File: src/rtl/dcache_ctrl.sv
// Direct-mapped, write-through data-cache controller driving the pipeline stall-release `hit`.
// Optional hit/miss counters are built when DCACHE_STATS_EN is defined.
module dcache_ctrl #(
    parameter int INDEX_BITS = 4
) (
    input  logic        clk,
    input  logic        rst_n,
    input  logic        cpu_rd,
    input  logic        cpu_wr,
    input  logic [31:0] cpu_addr,
    input  logic [31:0] cpu_wdata,
    output logic [31:0] cpu_rdata,
    output logic        hit,
    output logic        mem_req,
    output logic        mem_we,
    output logic [31:0] mem_addr,
    output logic [31:0] mem_wdata,
    input  logic [31:0] mem_rdata,
    input  logic        mem_ack
`ifdef DCACHE_STATS_EN
    ,
    output logic [31:0] hit_count,
    output logic [31:0] miss_count
`endif
);

    localparam int LINES    = 1 << INDEX_BITS;
    localparam int TAG_BITS = 30 - INDEX_BITS;

    typedef enum logic [2:0] {
        S_IDLE,
        S_RD_MISS,
        S_FILL,
        S_WR_THRU,
        S_WR_DONE
    } state_t;

    state_t state, state_n;

    logic [LINES-1:0]    valid;
    logic [TAG_BITS-1:0] tag_arr  [LINES];
    logic [31:0]         data_arr [LINES];
    logic [31:0]         fill_data;

    logic [31:0]           word_addr;
    logic [INDEX_BITS-1:0] cpu_idx, mem_idx;
    logic [TAG_BITS-1:0]   cpu_tag, mem_tag;
    logic                  lookup_hit, read_hit;
    logic                  req_start, req_done;

    assign word_addr  = {cpu_addr[31:2], 2'b00};
    assign cpu_idx    = word_addr[INDEX_BITS+1:2];
    assign cpu_tag    = word_addr[31:INDEX_BITS+2];
    // Fill and write-through use the latched request address, not the live CPU bus.
    assign mem_idx    = mem_addr[INDEX_BITS+1:2];
    assign mem_tag    = mem_addr[31:INDEX_BITS+2];
    assign lookup_hit = valid[cpu_idx] && (tag_arr[cpu_idx] == cpu_tag);

    always_comb begin
        // NOTE: every output of this block gets a default first, so no path can infer a latch.
        state_n   = state;
        hit       = 1'b0;
        cpu_rdata = 32'h0;
        read_hit  = 1'b0;
        case (state)
            S_IDLE: begin
                if (cpu_wr) begin
                    state_n = S_WR_THRU;
                end else if (cpu_rd) begin
                    if (lookup_hit) begin
                        hit       = 1'b1;
                        read_hit  = 1'b1;
                        cpu_rdata = data_arr[cpu_idx];
                    end else begin
                        state_n = S_RD_MISS;
                    end
                end else begin
                    hit = 1'b1;
                end
            end
            S_RD_MISS: if (mem_ack) state_n = S_FILL;
            S_FILL:    state_n = S_IDLE;
            S_WR_THRU: if (mem_ack) state_n = S_WR_DONE;
            S_WR_DONE: begin
                hit     = 1'b1;
                state_n = S_IDLE;
            end
            default:   state_n = S_IDLE;
        endcase
    end

    assign req_start = (state == S_IDLE) && (state_n != S_IDLE);
    assign req_done  = ((state == S_RD_MISS) || (state == S_WR_THRU)) && mem_ack;

    // NOTE: sequential state uses non-blocking assignments only, so every flop samples pre-edge values.
    always_ff @(posedge clk) begin
        if (!rst_n) begin
            state     <= S_IDLE;
            mem_req   <= 1'b0;
            mem_we    <= 1'b0;
            mem_addr  <= 32'h0;
            mem_wdata <= 32'h0;
            valid     <= '0;
        end else begin
            state <= state_n;
            if (req_start) begin
                mem_req   <= 1'b1;
                mem_we    <= (state_n == S_WR_THRU);
                mem_addr  <= word_addr;
                mem_wdata <= cpu_wdata;
            end else if (req_done) begin
                mem_req <= 1'b0;
                mem_we  <= 1'b0;
            end
            if (state == S_FILL) valid[mem_idx] <= 1'b1;
        end
    end

    // NOTE: the tag/data arrays carry no reset; clearing valid alone makes their contents irrelevant.
    always_ff @(posedge clk) begin
        if (rst_n) begin
            if ((state == S_RD_MISS) && mem_ack) fill_data <= mem_rdata;
            if (state == S_FILL) begin
                data_arr[mem_idx] <= fill_data;
                tag_arr[mem_idx]  <= mem_tag;
            end else if ((state == S_WR_THRU) && mem_ack && valid[mem_idx]
                         && (tag_arr[mem_idx] == mem_tag)) begin
                data_arr[mem_idx] <= mem_wdata;
            end
        end
    end

`ifdef DCACHE_STATS_EN
    logic after_fill;

    // The lookup right after FILL completes the original miss and is not a new hit.
    always_ff @(posedge clk) begin
        if (!rst_n) begin
            after_fill <= 1'b0;
            hit_count  <= 32'h0;
            miss_count <= 32'h0;
        end else begin
            after_fill <= (state == S_FILL);
            if (read_hit && !after_fill) hit_count <= hit_count + 32'd1;
            if (req_start && (state_n == S_RD_MISS)) miss_count <= miss_count + 32'd1;
        end
    end
`endif

endmodule

File: config.mk
export PLATFORM = sky130hd
export DESIGN_NAME = dcache_ctrl
export DESIGN_NICKNAME = d
export VERILOG_FILES = /design/src/rtl/dcache_ctrl.sv
export SDC_FILE = /design/constraint.sdc
export NUM_CORES = 1
export LEC_CHECK = 0
export CAP_MARGIN = 20
export CORE_UTILIZATION = 35
export DETAILED_ROUTE_END_ITERATION = 7
export GPL_ROUTABILITY_DRIVEN = 0
export PLACE_DENSITY_LB_ADDON = 0.05
export SLEW_MARGIN = 40
export SYNTH_ARGS = -nofsm -noshare
export SYNTH_HDL_FRONTEND = slang
export SYNTH_SLANG_ARGS = --single-unit
export TNS_END_PERCENT = 30
File: constraint.sdc
create_clock -name clk -period 10.37 [get_ports clk]
set_input_delay 2.5925 -clock clk [delete_from_list [all_inputs] [get_ports clk]]
set_output_delay 2.5925 -clock clk [all_outputs]
set_load 0.01 [all_outputs]
# Word-level counts from Yosys, hierarchy flattened
# Memory sizes are Yosys's and may differ from the RTL's. A register that Yosys moved wholly into a read port is not among the register bits.
# Cells that the tools add are included.
# Widths: inputs -> output; s select.
[word_totals]
mem_count = 2
inputBits = 101
out_inout_bits = 99
ff_bits = 115
word_cells = 67
ramBits = 928
[op_classes]
reduce_logical = 13
n_lt_le_gt_ge = 3
n_mux = 33
n_bitwise = 2
eq_ne = 7
[mem_list]
columns = ["memory", "depth", "width", "read_ports", "rd_clocked_by_memory_dff", "wr", "line_no", "source"]
rows = [
  ["data_arr", 16, 32, 1, 0, 1, "42", "logic [31:0] data_arr [LINES];"],
  ["tag_arr", 16, 26, 2, 1, 1, "41", "logic [TAG_BITS-1:0] tag_arr [LINES];"],
]
[ops]
columns = ["operator", "count"]
rows = [
  ["$mux 32", 5],
  ["$eq 26x26->1", 2],
  ["$mux 1", 16],
  ["$or 16x16->16", 1],
  ["$mux 3", 5],
  ["$lt 4x5->1 const B", 2],
  ["$eq 3x2->1 const B", 3],
  ["$pmux 3 s3", 1],
  ["$bmux 1 s4", 2],
  ["$logic_and 1x1->1", 8],
  ["$mux 4", 2],
  ["$demux 1 s4", 1],
  ["$ge 4x1->1 const B", 1],
  ["$eq 3x1->1 const B", 1],
  ["$eq 3x3->1 const B", 1],
  ["$logic_not 3->1", 1],
  ["$reduce_bool 3->1", 1],
  ["$pmux 1 s2", 1],
  ["$reduce_and 2->1", 1],
  ["$reduce_bool 2->1", 1],
  ["$logic_or 1x1->1", 1],
  ["$or 1x1->1", 1],
]

# Longest topological paths before layout
[logic_depth]
depth_word = 11
depth_mapped = 14
mapped_depth_nobuf = 8

# Least setup slack after synthesis
# No wires, ideal clock.
[synth_path]
kind = "input to output"
from = "in cpu_addr[2]"
to = "out cpu_rdata[10]"
arrival_time_ns = 5.398
n_path_buf = 6
setup_slack_ns = 2.379
required_ns = 7.777
path_stages = 9
path_cell_list = "buf_2 -> buf_2 -> buf_2 -> buf_2 -> buf_2 -> buf_1 -> mux4_2 -> mux4_2 -> nor2b_1"
[synth_via]
elab_chain_len = 7
word_cells_on_any_way = 10
classes_between = "1 x eq/ne; 6 x mux; 1 x reduce/logical; 2 x memory"
[synth_lines]
columns = ["element", "line_no", "source"]
rows = [
  ["from (decl)", "10", "input logic [31:0] cpu_addr,"],
  ["$mem_v2 16x26 / $bmux 1 s4 (equally long branches)", "n/a", ""],
  ["$eq 26x26->1 / $mux 1 (equally long branches)", "57", "assign lookup_hit = valid[cpu_idx] && (tag_arr[cpu_idx] == cpu_tag);"],
  ["$logic_and 1x1->1", "57", ""],
  ["$mux 32 (*)", "70", "if (lookup_hit) begin"],
  ["$mux 32 (*)", "69", "end else if (cpu_rd) begin"],
  ["$mux 32 (*)", "67", "if (cpu_wr) begin"],
  ["$mux 32 (*)", "65", "case (state)"],
  ["to (decl)", "12", "output logic [31:0] cpu_rdata,"],
]
# Every way passes the cells marked *; elsewhere a longest branch is shown, timed or not. The select of a mux whose other input is x is not followed.

# Final worst setup path
[layout_path]
from = "in cpu_addr[2]"
to = "out hit"
[layout_via]
elab_chain_len = 7
word_cells_on_any_way = 9
classes_between = "1 x eq/ne; 6 x mux; 1 x reduce/logical; 1 x memory"
[layout_lines]
columns = ["element", "line_no", "source"]
rows = [
  ["$mem_v2 16x26 / $bmux 1 s4 (equally long branches)", "n/a", ""],
  ["$eq 26x26->1 / $mux 1 (equally long branches)", "57", ""],
  ["$logic_and 1x1->1 (*)", "57", ""],
  ["$mux 1 (*)", "70", ""],
  ["$mux 1 (*)", "69", ""],
  ["$mux 1 (*)", "67", ""],
  ["$pmux 1 s2 (*)", "65", ""],
  ["to (decl)", "13", "output logic hit,"],
]
# Marks and branches as above.

==> flow_summary_export.csv <==
group,metric,value,unit
synth,synth.distinct_cells,61,
clocking,cts_root_buf,"clkbuf_16",
finish,layout.nets,2552,
routing,routed_wl,128300,um
global_routing,grt_max_degree,60,
worst_setup_path,critical_path_class,"input port to primary output",
clocking,tritoncts,"yes",
worst_setup_path,crit_fanout,54,
synth,ys_seq_elements,1047,
synth,synth_compound_gate_area_share,1.600,%
worst_hold_path,worst_hold_path.endpoint,"mem_wdata[8]",
pwr,p_int,0.007515,W
floorplanning,ioPinCount,200,
clocking,cts_made_buffers,118,
worst_setup_path,worst_ep_arrival_time,7.12,ns
routing,via_count,23057,
routing,drt_pass1_iterations,5,
routing,routedWlPerCell,30.52,um
floorplanning,die_area,0.1288,mm2
synth,synth-seq-area-share,68.58,%
sta,skew,0.01405,ns
placement,dpl_worst_slack,0.6196,ns
sta,final.min_clock_period,9.711,ns
sta,timing.final.max_slew_violations,0,
global_routing,global_route.usage.total,19.97,%
synth,synth_area_per_inst,20.24,um2
synth,post-synth-top-area-cell,"edfxtp_1",
worst_setup_path,worst-r2r-setup-slack,3.93,ns
synth,synthTopCellsByArea,"edfxtp_1 65%, mux4_2 19%, dfxtp_1 3.9%",
status,run_status,"finished, final reports clean",
synth,synth_ff_type,"edfxtp_1",
pwr,max-vdd-ir-drop,0.1343,mV
clocking,htreeDepth,3,
placement,placed_cells_incl_taps,3981,
floorplanning,core,0.1261,mm2
worst_setup_path,startpoint_type,"input port",
sta,setup_total_negative_slack,0,ns
pwr,seqPwrFrac,48.9,%
synth,netlist.area_leader.share,64.67,%
clocking,clkLatencyLatePin,0.73,ns
sta,final.period_utilization,93.65,%
sta,slew_headroom,44.78,%
job,timing.max_cap.violations,0,
sta,rsz0062_at_grt,"false",
worst_setup_path,cpPeakStageDelay,0.70,ns
synth,synth_area_in_adders,0,%
floorplanning,placement_rows,130,
pwr,total_leakage_power,16.98,nW
synth,synth.most_common_cell,"edfxtp_1",
pwr,power_density,185.5,mW/mm2
routing,drt_iter0_drc,1679,
finish,synthToLayoutAreaGrowth,17.99,%
global_routing,wire_length_of_the_first_global_routing_pass,183400,um
pwr,power.combinational.fraction,8.3,%
synth,synth.area.mux_share,23.55,%
synth,post_synth_xor_area_fraction,1.140,%
pwr,clock_power_share,42.8,%
floorplanning,die_height,358.9,um
sta,finalHoldViolCount,0,
pwr,power_switching,0.002243,W
worst_setup_path,reg2reg_to,"data_arr[13][8]",
synth,synth_top_family_by_area,"multiplexers",
global_routing,initial_antenna_violation_count,8,
worst_hold_path,timing.hold.worst_path_depth,2,
synth,syn_inst,2202,
pwr,power_switching_share,22.99,%
finish,post_route_cells_drive_above_1_share,28.17,%
finish,finish.cell_count_without_fillers,4203,
placement,half_perimeter_wire_length_after_detailed_placement,72910,um
routing,routed_via_density,5.486,
worst_setup_path,worst_setup_path_end_kind,"primary output",
synth,synthArstFlopShare,0,%
sta,setup_slack,0.6590,ns
sta,measured_slew_at_the_worst_slew_check_pin,0.8265,ns
synth,synthSimpleGateAreaFrac,3.304,%
synth,post_synth_most_frequent_cells,"960 x edfxtp_1, 382 x mux4_2, 141 x mux2i_1, 140 x nand2_1, 87 x dfxtp_1",
routing,post-route-drc-count,0,
worst_setup_path,critical-path-top-cell-by-count,"buf_4",
global_routing,grt_pass1_vias,24562,
routing,ant_nets,0,
sta,setup_viol_count_final,0,
floorplanning,initial_utilization,35.36,%
worst_setup_path,crit_path_cell_trace,"buf_8 -> buf_4 -> mux4_2 -> a22oi_1 -> and3b_1 -> o2111ai_1 -> a2111oi_2 -> a311oi_1 -> a2111oi_0 -> buf_4 -> clkdlybuf4s50_1",
clocking,ctsLongestPathBuffers,3,
clocking,post-cts-setup-buffer-count,0,
clocking,clkSinkCount,1047,
floorplanning,die_width,358.9,um
sta,max_freq,103.0,MHz
worst_setup_path,cp_data_required_time,7.78,ns
placement,buffer_ports.inserted,195,
clocking,postCtsHoldBufs,0,
worst_hold_path,holdCritPathClass,"register to register",
clocking,cts_resized,0,
worst_setup_path,rr_worst_depth,12,
synth,mappedNetlistArea,0.04458,mm2
worst_hold_path,timing.hold.worst.start,"mem_wdata[8]",
clocking,path_clk_slew,0.06,ns
global_routing,globalRouteOverflowTotal,0,
synth,yosys_warnings,0,
worst_setup_path,critPathSlowestCell,"a2111oi_2",
synth,synth_edf_count,960,
layout by cell type (no fill, tap or decap), types with 36 or more instances in the layout:
| cell | instances |
|---|---|
| buf_4 | 71 |
| clkbuf_16 | 118 |
| clkdlybuf4s50_1 | 190 |
| dfxtp_1 | 81 |
| edfxtp_1 | 960 |
| mux2i_1 | 141 |
| mux4_2 | 382 |
| nand2_1 | 140 |
| nor2b_1 | 39 |
| xnor2_1 | 36 |
flip-flops by register name, summed over array words and instances, names as in the netlist, named ones only:
register and flops:
mem_wdata 32, data_arr 512, mem_req 1, state 3, mem_addr 30, valid 16
mem_we 1, tag_arr 416, fill_data 32
final cells by class:
type,instances,area (um2)
Multi-Input combinational cell,1003,13460
Fill cell,11047,73460
Antenna cell,1,2.502
Tap cell,1650,2064
Inverter,8,32.53
Timing Repair Buffer,273,2587
Clock inverter,87,850.8
Sequential cell,1047,30580
Clock buffer,134,3013
how the worst max path moves through the flow:
stage                      startpoint            end  depth (start not counted)
after global placement    cpu_addr[2]            hit                         11
after floorplan           cpu_addr[2]  cpu_rdata[10]                          9
final                     cpu_addr[2]            hit                         11
after CTS                 cpu_addr[2]            hit                         12
after detailed placement  cpu_addr[2]            hit                         12
after global routing      cpu_addr[2]            hit                         12
critical path, delay by kind of cell:
family / cells / cell delay, ns
compound gates: 5 / 1.88
mux: 1 / 0.58
buf+inv: 4 / 1.73
simple gates: 1 / 0.26
metal layers:
layer | up-vias | global-route usage (%) | routed length [um]
met2 | 578 | 33.70 | 64450
li1 | 9701 | - | -
met4 | 8 | 5.798 | 3582
met1 | 12585 | 26.29 | 54260
met3 | 185 | 3.694 | 5924
met5 | - | 0 | 44
power groups by stage:
stage                     registers, W  clock network (W)  logic [W]
final                          0.00477            0.00417   0.000811
after global routing           0.00479            0.00443   0.000866
after CTS                      0.00478            0.00428   0.000833
after detailed placement       0.00487                  0   0.000830
after global placement         0.00486                  0   0.000826
after floorplan                0.00482                  0   0.000527
cells by family (layout without fill, tap and decap cells):
group,count (synthesis),in the layout
muxes,556,556
AOI/OAI and AO/OA,91,91
other,1,3
DFF,1047,1047
xor gates and xnor gates,58,58
buffers and inverters,153,502
and+or+nand+nor,296,296
per-stage QoR:
stage          hold slack (ns)  power, W  utilization (%)  area [um2]
6_report                0.4751  0.009758            41.73       52600
5_1_grt                 0.4873   0.01009            41.72       52600
3_5_place_dp            0.4617  0.005697            38.65       48730
2_1_floorplan           0.4381  0.005349                -       44580
3_3_place_gp            0.4464  0.005688            38.61       48670
4_1_cts                 0.4757  0.009893            41.72       52590
Note: power is estimated with default switching activity, not from simulation.
==> RTL change (same settings) <==
The option `DCACHE_STATS_EN` is turned on by a define.
--- a/src/rtl/dcache_ctrl.sv
+++ b/src/rtl/dcache_ctrl.sv
@@ -1,4 +1,6 @@
 // Direct-mapped, write-through data-cache controller driving the pipeline stall-release `hit`.
 // Optional hit/miss counters are built when DCACHE_STATS_EN is defined.
+`define DCACHE_STATS_EN
+
 module dcache_ctrl #(
     parameter int INDEX_BITS = 4
New outputs: hit_count and miss_count. Function: not settled (the Yosys comparison gave no result); the edit may change what the design does.
==> RTL change against the unedited design <==
Synthesized cell count rose by 21%. Sequential cell count up 65. Clock power rose by 7.2%. Setup slack gained 0.35 ns. Area after synthesis is 7.0% higher. Largest cell class unchanged. Power rose by 5.9%. Critical path type unchanged. Routed wire length grew 8.0%. Design area is 8.0% higher. Critical path depth is 1 higher.
==> RTL change: results (changes against the unedited design) <==
[run_status]
status = finished, final reports clean  ; unchanged

[worst_setup_path]
cp_top_family = buffers and inverters  ; was compound AO/OA/AOI/OAI gates
worstSetupStartpoint = cpu_addr[2]  ; unchanged
slowest_stage = mux4_2  ; was a2111oi_2
r2r_setup_slack_ns = 3.72  ; was 3.93 ns
slowest_delay_ns = 0.58  ; was 0.70 ns
cp.arrival_ns = 6.77  ; was 7.12 ns
path_max_fanout = 37  ; was 54

[placed_design]
numPortBuffers = 259  ; was 195
dp.final_hpwl_mm = 77.6  ; was 72.9 mm

[yosys]
yosysSeqAreaShare = 0.668  ; was 0.686
synth_common_cells = edfxtp_1, mux4_2, nand2_1  ; was edfxtp_1, mux4_2, mux2i_1
async_flop_share = 0  ; unchanged
yosys.area_share.adder = 0.000524  ; was 0
syn_area_per_cell_um2 = 18.0  ; was 20.2 um^2
synth_edf_count = 960  ; unchanged
synth_top_flop_cell = edfxtp_1  ; unchanged
synthMuxAreaShare = 0.216  ; was 0.236
yosys-top-cells-area = edfxtp_1, mux4_2, dfxtp_1, mux2i_1, nand2_1  ; unchanged
ys_warn_count = 0  ; unchanged
synth_compound_area_frac = 0.0240  ; was 0.0160
synth_cell_types = 67  ; was 61
synth_xor_area_frac = 0.0110  ; was 0.0114

[power_and_ir_drop]
p_leak_nw = 18.2  ; was 17.0 nW
p_sw_frac = 0.230  ; about the same
peakVddDrop_mv = 0.156  ; was 0.134 mV

[cts]
cts-root-buf = clkbuf_16  ; unchanged
htreeDepth = 4  ; was 3
cts_max_path_buffers = 3  ; unchanged
clock_latency_ns = 0.76  ; was 0.73 ns
cts_resized = 0  ; unchanged
post-cts-setup-buffers = 0  ; unchanged
cts.clk_slew.worst_paths_ns = 0.06  ; about the same
numCtsBuffers = 131  ; was 118

[finish]
antenna_cells = 0  ; was 1
reg.largest.list = data_arr x512, tag_arr x416  ; unchanged
num-fill-cells = 12000  ; was 11000
fin_nets = 3045  ; was 2552
final_layout_size_suffix_gt1_frac = 0.231  ; was 0.282

[sta]
fin_worst_skew_ns = 0.0235  ; was 0.0140 ns
worst_pin_slew_ns = 0.826  ; was 0.827 ns
hold_slack_ns = 0.473  ; was 0.475 ns

[drt]
wl_mm = 139  ; was 128 mm
first_pass_iters = 6  ; was 5
viasPerCell = 5.48  ; was 5.49
first_iter_violations = 1879  ; was 1679

[hold_path]
hold_start = valid[14]$_SDFFE_PN0P_  ; was mem_wdata[8]$_SDFFE_PN0P_
hold_path.class = register to register  ; unchanged

[global_routing]
grt_pass1_wl_mm = 200  ; was 183 mm
grt_max_degree = 113  ; was 60
use_met1 = 0.265  ; was 0.263
grt_use_total = 0.203  ; was 0.200
grt_pass1_vias = 27900  ; was 24600
antenna_found_initial = 4  ; was 8
met3_usage = 0.0360  ; was 0.0369
met2_usage = 0.349  ; was 0.337

==> RTL change: cell type report <==
cell class	count	area share
Timing Repair Buffer	332	0.0579
Sequential cell	1112	0.561
Clock inverter	60	0.0101
Clock buffer	176	0.0627
Inverter	11	0.000771
Multi-Input combinational cell	1354	0.268
Tap cell	1781	0.0392
==> RTL change: routing by layer <==
layer,part of all wire,up-vias,wire [um]
li1,-,11400,-
met1,0.43,14200,59100
met2,0.51,641,71000
met3,0.042,162,5870
met4,0.018,4,2550
met5,0.00017,-,24
==> RTL change: path summary, 6_finish.rpt <==
check	endpoint	cells past startpoint
worst max-delay path	cpu_rdata[1]	12
worst min-delay path	valid[14]$_SDFFE_PN0P_	1
worst max register to register	data_arr[13][11]$_DFFE_PP_	12
worst min register to register	valid[14]$_SDFFE_PN0P_	1
==> RTL change: logic make-up after synthesis <==
| group | count (synthesis) |
|---|---|
| compound gates | 146 |
| xor+xnor | 60 |
| fa+ha+maj | 2 |
| buf+inv | 191 |
| flops | 1112 |
| mux | 547 |
| other cells | 1 |
| simple gates | 597 |
==> RTL change: power by group through the flow <==
stage / Combinational (mW) / Sequential, mW / Clock [mW]
after floorplan: 0.526 / 5.08 / 0
after CTS: 0.856 / 5.02 / 4.59
final: 0.838 / 5.02 / 4.47
after global routing: 0.895 / 5.03 / 4.74
after global placement: 0.837 / 5.12 / 0
after detailed placement: 0.854 / 5.12 / 0
==> RTL change: metrics by stage <==
stage	util	setup WS [ns]	power (mW)	area [um^2]	instances
CTS	0.419	0.837	10.5	56800	4825
global route	0.420	0.723	10.7	56800	4826
finish	0.420	1.01	10.3	56800	4826
global placement	0.388	0.770	5.95	52500	4585
floorplan	-	2.44	5.61	47700	2657
detailed placement	0.389	0.843	5.97	52600	4589
